### src/rtl/control_unit_pkg.sv
// -----------------------------------------------------------------------------
// control_unit_pkg
// Shared definitions for the instruction-sequencing control unit.
//   - op_e      : ALU / instruction op codes, also used as the ALU select
//   - state_e   : sequencer step encoding (T0 fetch, T1..T3 execute)
//   - field bit positions inside the 16-bit instruction word
//   - is_alu_op : true for the three-step arithmetic/logic instructions
// No ports (package).
// -----------------------------------------------------------------------------
package control_unit_pkg;

  localparam int DIN_W    = 16;  // instruction / immediate word width
  localparam int NUM_REGS = 8;   // general registers R0..R7
  localparam int SEL_W    = 3;   // register select field width
  localparam int OP_W     = 3;   // op field width

  // Instruction word fields: din[8:6]=op, din[5:3]=X, din[2:0]=Y.
  // Bits above OP_MSB carry no meaning and are never stored.
  localparam int OP_MSB = 8;
  localparam int OP_LSB = 6;
  localparam int X_MSB  = 5;
  localparam int X_LSB  = 3;
  localparam int Y_MSB  = 2;
  localparam int Y_LSB  = 0;
  localparam int IR_W   = OP_MSB + 1;

  typedef enum logic [OP_W-1:0] {
    OP_ADD = 3'b000,
    OP_SUB = 3'b001,
    OP_NAN = 3'b010,
    OP_UD3 = 3'b011,  // undefined: completes in one step, writes nothing
    OP_OUT = 3'b100,
    OP_LDI = 3'b101,
    OP_UD6 = 3'b110,  // undefined: completes in one step, writes nothing
    OP_REP = 3'b111   // register copy; also the idle ALU select
  } op_e;

  typedef enum logic [1:0] {
    T0 = 2'd0,  // fetch
    T1 = 2'd1,
    T2 = 2'd2,
    T3 = 2'd3
  } state_e;

  function automatic logic is_alu_op(input op_e op);
    return (op == OP_ADD) || (op == OP_SUB) || (op == OP_NAN);
  endfunction

endpackage

### src/rtl/control_unit_if.sv
// -----------------------------------------------------------------------------
// control_unit_if
// Bundles the control unit's instruction input and datapath control outputs.
//   run       : start request (sampled in T0)
//   din[15:0] : instruction word in T0, immediate operand in T1
//   ir_load   : capture din into the instruction register
//   r_in      : one-hot register write enables R0..R7
//   r_out     : one-hot register bus drive selects R0..R7
//   a_in      : load ALU operand A from bus
//   g_in      : load ALU result register G
//   g_out     : drive G onto bus
//   din_out   : drive din onto bus
//   out_load  : load output port register from bus
//   op_select : ALU operation select
//   done      : one-cycle pulse in the final step of an instruction
// Modports: slave = control unit, master = datapath / stimulus side.
// -----------------------------------------------------------------------------
interface control_unit_if;
  import control_unit_pkg::*;

  logic                run;
  logic [DIN_W-1:0]    din;
  logic                ir_load;
  logic [NUM_REGS-1:0] r_in;
  logic [NUM_REGS-1:0] r_out;
  logic                a_in;
  logic                g_in;
  logic                g_out;
  logic                din_out;
  logic                out_load;
  logic [OP_W-1:0]     op_select;
  logic                done;

  modport master (
    output run, din,
    input  ir_load, r_in, r_out, a_in, g_in, g_out, din_out, out_load,
           op_select, done
  );

  modport slave (
    input  run, din,
    output ir_load, r_in, r_out, a_in, g_in, g_out, din_out, out_load,
           op_select, done
  );

endinterface

### src/rtl/control_unit_dec3to8.sv
// -----------------------------------------------------------------------------
// dec3to8
// 3-bit binary to 8-bit one-hot decoder with enable; output is all zeros
// when the enable is low.
//   sel_i[2:0]    : binary select
//   en_i          : decoder enable
//   onehot_o[7:0] : one-hot result
// -----------------------------------------------------------------------------
module dec3to8 (
  input  logic [2:0] sel_i,
  input  logic       en_i,
  output logic [7:0] onehot_o
);

  for (genvar gi = 0; gi < 8; gi++) begin : g_dec
    assign onehot_o[gi] = en_i & (sel_i == 3'(gi));
  end

endmodule

### src/rtl/control_unit.sv
// -----------------------------------------------------------------------------
// control_unit
// Four-step sequencer for a small register-machine datapath. T0 fetches an
// instruction into the IR when run is high; T1..T3 drive the register, ALU
// and bus controls for that instruction and pulse done in its last step.
//   clock  : system clock, rising edge
//   resetn : asynchronous active-low reset
//   cu     : control_unit_if.slave (run/din in, datapath controls out)
// Step usage:
//   REP  : T1 r_out[Y], r_in[X], done
//   LDI  : T1 din_out, r_in[X], done
//   OUT  : T1 r_out[X], out_load, done
//   ALU  : T1 r_out[X], a_in; T2 r_out[Y], g_in, op; T3 g_out, r_in[X], done
//   undef: T1 done only
// -----------------------------------------------------------------------------
module control_unit
  import control_unit_pkg::*;
(
  input  logic           clock,
  input  logic           resetn,
  control_unit_if.slave  cu
);

  state_e          state_q, state_d;
  logic [IR_W-1:0] ir_q;

  op_e             ir_op;
  logic [SEL_W-1:0] x_sel;
  logic [SEL_W-1:0] y_sel;

  // Step decode intents; the decoders turn them into one-hot vectors.
  logic rin_x;    // write R[X]
  logic rout_x;   // drive R[X] onto bus
  logic rout_y;   // drive R[Y] onto bus
  logic ir_load;

  logic [NUM_REGS-1:0] x_onehot;
  logic [NUM_REGS-1:0] y_onehot;

  // Upper instruction bits carry no information.
  logic din_hi_unused;
  assign din_hi_unused = ^cu.din[DIN_W-1:IR_W];

  assign ir_op = op_e'(ir_q[OP_MSB:OP_LSB]);
  assign x_sel = ir_q[X_MSB:X_LSB];
  assign y_sel = ir_q[Y_MSB:Y_LSB];

  // ---------------------------------------------------------------------------
  // State and instruction register
  // ---------------------------------------------------------------------------
  always_ff @(posedge clock or negedge resetn) begin
    if (!resetn) begin
      state_q <= T0;
      ir_q    <= '0;
    end else begin
      state_q <= state_d;
      if (ir_load) begin
        ir_q <= cu.din[IR_W-1:0];
      end
    end
  end

  // ---------------------------------------------------------------------------
  // Next state and control decode
  // ---------------------------------------------------------------------------
  always_comb begin
    state_d      = state_q;
    ir_load      = 1'b0;
    rin_x        = 1'b0;
    rout_x       = 1'b0;
    rout_y       = 1'b0;
    cu.a_in      = 1'b0;
    cu.g_in      = 1'b0;
    cu.g_out     = 1'b0;
    cu.din_out   = 1'b0;
    cu.out_load  = 1'b0;
    cu.op_select = OP_REP;
    cu.done      = 1'b0;

    unique case (state_q)
      T0: begin
        // resetn gates the fetch so nothing is loaded while reset is held,
        // even though run is otherwise sampled combinationally here.
        ir_load = cu.run & resetn;
        state_d = cu.run ? T1 : T0;
      end

      T1: begin
        state_d = T0;
        unique case (ir_op)
          OP_REP: begin
            rout_y  = 1'b1;
            rin_x   = 1'b1;
            cu.done = 1'b1;
          end
          OP_LDI: begin
            cu.din_out = 1'b1;
            rin_x      = 1'b1;
            cu.done    = 1'b1;
          end
          OP_OUT: begin
            rout_x      = 1'b1;
            cu.out_load = 1'b1;
            cu.done     = 1'b1;
          end
          OP_ADD, OP_SUB, OP_NAN: begin
            rout_x  = 1'b1;
            cu.a_in = 1'b1;
            state_d = T2;
          end
          default: begin
            // Undefined op: retire immediately without touching any register.
            cu.done = 1'b1;
          end
        endcase
      end

      T2: begin
        rout_y       = 1'b1;
        cu.g_in      = 1'b1;
        cu.op_select = ir_op;
        state_d      = T3;
      end

      T3: begin
        cu.g_out = 1'b1;
        rin_x    = 1'b1;
        cu.done  = 1'b1;
        state_d  = T0;
      end

      default: state_d = T0;
    endcase
  end

  // ---------------------------------------------------------------------------
  // Register select decoders. X is never read and written in the same step,
  // so one X decoder serves both r_in and r_out; r_out[X] and r_out[Y] are
  // likewise never requested together, which keeps the bus single-driven.
  // ---------------------------------------------------------------------------
  dec3to8 u_dec_x (
    .sel_i    (x_sel),
    .en_i     (rin_x | rout_x),
    .onehot_o (x_onehot)
  );

  dec3to8 u_dec_y (
    .sel_i    (y_sel),
    .en_i     (rout_y),
    .onehot_o (y_onehot)
  );

  assign cu.ir_load = ir_load;
  assign cu.r_in    = rin_x  ? x_onehot : '0;
  assign cu.r_out   = rout_x ? x_onehot : y_onehot;

endmodule

### src/flat_wrapper.sv
// flat-port wrapper written by rule: the top's interface ports become plain ports
module control_unit_flat import control_unit_pkg::*;
  (clock, resetn, cu_run, cu_din, cu_ir_load, cu_r_in, cu_r_out, cu_a_in, cu_g_in, cu_g_out, cu_din_out, cu_out_load, cu_op_select, cu_done);
  control_unit_if cu_i ();
  input  logic clock;
  input  logic resetn;
  input wire logic [$bits(cu_i.run)-1:0] cu_run;
  input wire logic [$bits(cu_i.din)-1:0] cu_din;
  output wire logic [$bits(cu_i.ir_load)-1:0] cu_ir_load;
  output wire logic [$bits(cu_i.r_in)-1:0] cu_r_in;
  output wire logic [$bits(cu_i.r_out)-1:0] cu_r_out;
  output wire logic [$bits(cu_i.a_in)-1:0] cu_a_in;
  output wire logic [$bits(cu_i.g_in)-1:0] cu_g_in;
  output wire logic [$bits(cu_i.g_out)-1:0] cu_g_out;
  output wire logic [$bits(cu_i.din_out)-1:0] cu_din_out;
  output wire logic [$bits(cu_i.out_load)-1:0] cu_out_load;
  output wire logic [$bits(cu_i.op_select)-1:0] cu_op_select;
  output wire logic [$bits(cu_i.done)-1:0] cu_done;
  assign cu_i.run = cu_run;
  assign cu_i.din = cu_din;
  assign cu_ir_load = cu_i.ir_load;
  assign cu_r_in = cu_i.r_in;
  assign cu_r_out = cu_i.r_out;
  assign cu_a_in = cu_i.a_in;
  assign cu_g_in = cu_i.g_in;
  assign cu_g_out = cu_i.g_out;
  assign cu_din_out = cu_i.din_out;
  assign cu_out_load = cu_i.out_load;
  assign cu_op_select = cu_i.op_select;
  assign cu_done = cu_i.done;
  control_unit u_core (.clock(clock), .resetn(resetn), .cu(cu_i));
endmodule
### config.mk
export PLATFORM = sky130hd
export DESIGN_NAME = control_unit_flat
export DESIGN_NICKNAME = d
export VERILOG_FILES = /design/src/rtl/control_unit_pkg.sv /design/src/rtl/control_unit_if.sv /design/src/rtl/control_unit_dec3to8.sv /design/src/rtl/control_unit.sv /design/src/flat_wrapper.sv
export SDC_FILE = /design/constraint.sdc
export NUM_CORES = 1
export LEC_CHECK = 0
export ABC_AREA = 1
export BUFFER_PORTS_ARGS = -buffer_cell sky130_fd_sc_hd__buf_2
export CORE_MARGIN = 3
export CORE_UTILIZATION = 41
export CTS_CLUSTER_DIAMETER = 60
export DETAILED_ROUTE_END_ITERATION = 7
export PLACE_DENSITY = 0.81
export SKIP_LAST_GASP = 1
export SLEW_MARGIN = 25
export SYNTH_ARGS = -nofsm -noshare
export SYNTH_HDL_FRONTEND = slang
export SYNTH_SLANG_ARGS = --single-unit
### constraint.sdc
create_clock -name clock -period 1.3 [get_ports clock]
set_clock_uncertainty 0.05 [all_clocks]
set_input_delay 0.065 -clock clock [delete_from_list [all_inputs] [get_ports clock]]
set_output_delay 0.065 -clock clock [all_outputs]
set_load 0.01 [all_outputs]
After elaboration in Yosys (flattened, before gate mapping)
Cells that the tools add are included.
Operators by class
  $add $sub $neg: 0
  multipliers: 0
  div/mod/pow operators: 0
  magnitude comparators: 0
  equal/unequal tests: 22
  shift-type cells: 0
  mux-type cells: 23
  bitwise logic cells: 18
  reductions and logical operators: 7
Operators with widths (number)
  3-bit equality test (second input constant): 11
  1-bit bitwise AND: 17
  8-bit two-way mux: 2
  3-bit by 2-bit equality test with 1-bit output (second input constant): 5
  1-bit two-way mux: 15
  3-bit by 1-bit equality test with 1-bit output (second input constant): 3
  3-bit zero test: 3
  2-bit case mux with 4 select lines: 1
  1-bit case mux with 2 select lines: 3
  2-bit equality test (second input constant): 2
  4-bit OR reduction: 1
  3-bit two-way mux: 1
  3-bit OR reduction: 1
  2-bit by 1-bit equality test with 1-bit output (second input constant): 1
  2-bit zero test: 1
  2-bit two-way mux: 1
  2-bit OR reduction: 1
  1-bit bitwise OR: 1
Storage, ports and cells
  flip-flop bits (word level): 11
  latch bits: 0
  memory bits (writable): 0
  bits in read-only memories: 0
  bits of input ports: 19
  output and inout bits: 26
  logic and storage cells: 72
  memories: 0

Logic depth before layout (Yosys ltp)
  depth after elaboration: 7
  depth in mapped cells: 9
  gate-level depth less buffers: 9

By module
From an unflattened synthesis, not the netlist that was laid out.
Unflattened totals
  cell total of the unflattened synthesis: 149
  area total of the unflattened synthesis: 898.4 um^2
By module, submodules not included
  control_unit: times used 1, cells each 115, area an instance 770.7 um^2, seq. area each 275.3 um^2
  dec3to8: times used 2, cells each 17, area an instance 63.8 um^2, seq. area each 0.0 um^2

Least setup slack after synthesis
No wires, ideal clock.
  path type: reg2out
  from: register with a tool-made name
  to: output port cu_r_out[0]
  data arrival time: 1286 ps
  data required time: 1185 ps
  setup slack: -101 ps
  stages on the path, launching flop included: 10
  buffers on the path: 0
  cells stage by stage: dfrtp_1 > inv_1 > ha_1 > nand2_1 > clkinv_2 > nand2_4 > nand2_8 > nor2_8 > nand3_1 > nand2_1
RTL lines
  end, declared: RTL line flat_wrapper.sv:11  | output wire logic [$bits(cu_i.r_out)-1:0] cu_r_out;

Worst setup path after layout
  from: register u_core.state_q[0]
  to: output port cu_r_out[0]
On the way
  word-level cells in the longest chain between the ends: 5
RTL lines
  start, declared: RTL line control_unit.sv:24  | state_e state_q, state_d;
  start signal, assigned: RTL line control_unit.sv:56  | state_q <= state_d;
  2-bit equality test or 2-bit by 1-bit equality test with 1-bit output (tied branches): RTL line control_unit.sv:80  | unique case (state_q)
  1-bit case mux with 2 select lines or 1-bit two-way mux (tied branches): RTL line control_unit.sv:80
  1-bit bitwise OR: RTL line control_unit.sv:143  | .en_i (rin_x | rout_x),
  1-bit bitwise AND: RTL line control_unit_dec3to8.sv:16  | assign onehot_o[gi] = en_i & (sel_i == 3'(gi));
  8-bit two-way mux (*): RTL line control_unit.sv:155  | assign cu.r_out = rout_x ? x_onehot : y_onehot;
Every way passes the cells marked *; elsewhere a longest branch is shown, timed or not.

==> flow_summary.toml <==
[layout]
area_delta_synth_final_pct = 78.4
finalNonFillerCells = 232
mostFrequentLayoutCell = "nand2_1"
diodes = 0
n_fill_cell = 136
layout_common_cells = "31 x nand2_1, 29 x buf_2, 17 x buf_4"
nNetsFinal = 229
drive_gt1_frac = 0.488
fin_util = 0.798

[global_route]
grt.total_usage = 0.242
grt_max_degree = 17
grt_overflow = 0
grt_pass1_wl_mm = 5.01
antenna_found_initial = 0
grt_pass1_vias = 1169

[timing]
setup_ws_ns = -0.513
post-route-min-period_ns = 1.81
grt_setup_unrepaired = "true"
finalSetupTns_ns = -9.19
setup_viol = 34
period_share = 1.39
drv_slew = 0
fmax_mhz = 552
finalHoldViolCount = 0
tightest_slew_ns = 0.309
whs_ns = 0.227
maxSlewHeadroom = 0.794

[critical_path]
critical_path_depth = 9
crit_family = "simple AND/OR/NAND/NOR gates"
critPathMaxFanout = 6
startpoint_type = "flop"
rrSetupSlack_ns = -0.09
crit_arrival_ns = 1.70
critPathRequiredTime_ns = 1.19
end_kind = "output port"
r2r_cells = 8
crit_path_max_incr_delay_ns = 0.44
cp_slowest_cell = "dfrtp_2"
cp.buffers_inverters = 2
path_cells = "ha_4, nand2_2, clkinv_2, nand2_4, nand2_8, nor2_8, nand3_2, nand2_1, buf_6"
path_class = "reg2out"

[clock_tree]
htree_levels = 1
path_clk_slew_ns = 0.07
clkLatencyLatePin_ns = 0.28
clock-sinks = 11
cts-root-buf = "clkbuf_4"
numCtsBuffers = 3
cts.path.max_buffers = 2
cts_tree = "done"

[die]
fp.coreArea_sq_um = 2040
start_util = 0.447
io_pins = 45
die_height_um = 53.2
dieArea_sq_um = 2830
rows = 16
die_x_um = 53.2

[power_and_ir_drop]
ir_worst_vdd_mv = 1.43
power_density_nw_per_um2 = 1970
power.leakage_nw = 0.877

[synthesis]
synth_top_area_share = 0.301
synthesis.nets = 159
synth.top_cells.by_area = "dfrtp_1 30%, nand2_1 15%, nand3_1 8.8%"
yosysTopAreaCell = "dfrtp_1"
yosys_warnings = 0
synth-seq-cells = 11
syn_avg_cell_area_sq_um = 6.72
ys_seq_area_frac = 0.301
synthDistinctLibCells = 20
syn_inst = 136
syn_area_sq_um = 913

[routing]
ant_nets = 0
drc = 0
avgRoutedWirePerCell_um = 14.5
firstDrtPassIters = 4
wl_mm = 3.37
vias = 1192
drt-initial-drc-count = 45
viasPerCell = 5.14

[flow_run]
drv_cap = 0

[placed_design]
dp_hpwl_mm = 1.95
place.gp.congestion = 0.839
portBuffers = 37
dp_cells = 208
dp_slack_ns = -0.203

[run_status]
violations = "setup timing"
status = "finished, violations left"

[worst_hold_path]
hold_path.class = "in2async"
## sequential cells by signal, indices dropped and copies added (netlist names), named ones only
| name | cells |
|---|---|
| u_core.ir_q | 9 |
| u_core.state_q | 1 |
## layer usage
metal / track usage / part of all wire
met1: 0.261 / 0.37
met2: 0.451 / 0.55
met3: 0.0394 / 0.046
met4: 0.111 / 0.032
met5: 0 / 0
## cell families after synthesis
| kind of cell | share of synthesized area |
|---|---|
| and+or+nand+nor | 0.489 |
| buffers and inverters | 0.105 |
| DFF | 0.301 |
| AOI/OAI and AO/OA | 0.0493 |
| adders and majority gates | 0.0548 |
## layout make-up
class	count	area, sq um	area share
timing repair buffer	67	522	0.320
inverter	23	97.6	0.0599
tap	27	33.8	0.0207
sequential	11	277	0.170
clock buffer	4	26.3	0.0161
multi-input combinational	100	673	0.413
## worst register-to-register path: stages (launching register included)
cell and delay, ns:
dfrtp_2 0.44, buf_4 0.16, inv_6 0.07, ha_4 0.15, nand3_4 0.08, inv_4 0.09
clkbuf_16 0.14, nand2_1 0.04, o21ai_1 0.08
## path summary, 6_finish.rpt
path / start / endpoint
max in group asynchronous: resetn / u_core.state_q[0]
max reg2reg: u_core.state_q[0] / u_core.ir_q[2]
min: resetn / u_core.ir_q[6]
min reg2reg: u_core.ir_q[1] / u_core.ir_q[1]
max: u_core.state_q[0] / cu_r_out[0]
min in group clock: cu_din[6] / u_core.ir_q[6]
## what timing repair did
| action | 4_1_cts | 5_1_grt |
|---|---|---|
| pin swaps | 8 | 8 |
| setup buffers | 4 | 4 |
| gates cloned | 0 | 1 |
| hold endpoints to repair | 21 | 0 |
| hold buffers | 11 | 0 |
| endpoints found under the setup margin | 34 | 35 |
| resized for setup | 25 | 20 |
## power by group
part	internal (W)	switching, W	total, W
clock network	0.000119	0.000120	0.000240
logic	0.000939	0.00131	0.00225
registers	0.000500	0.000228	0.000728
total	0.00156	0.00166	0.00322
## metrics by stage
| step | cell area, sq um | total power (W) |
|---|---|---|
| 6_report | 1630 | 0.00322 |
| 3_5_place_dp | 1210 | 0.00224 |
| 3_3_place_gp | 1210 | 0.00217 |
| 5_1_grt | 1630 | 0.00344 |
| 2_1_floorplan | 932 | 0.00173 |
| 4_1_cts | 1510 | 0.00281 |
## cells in the mapped netlist (all sizes together)
master	number
or2	2
buf	1
nor2	15
ha	4
clkbuf	1
clkinv	1
nand2	41
inv	22
nand4	7
nor3	4
o21ai	9
nand3	18
dfrtp	11
(Power assumes the default switching activity.)
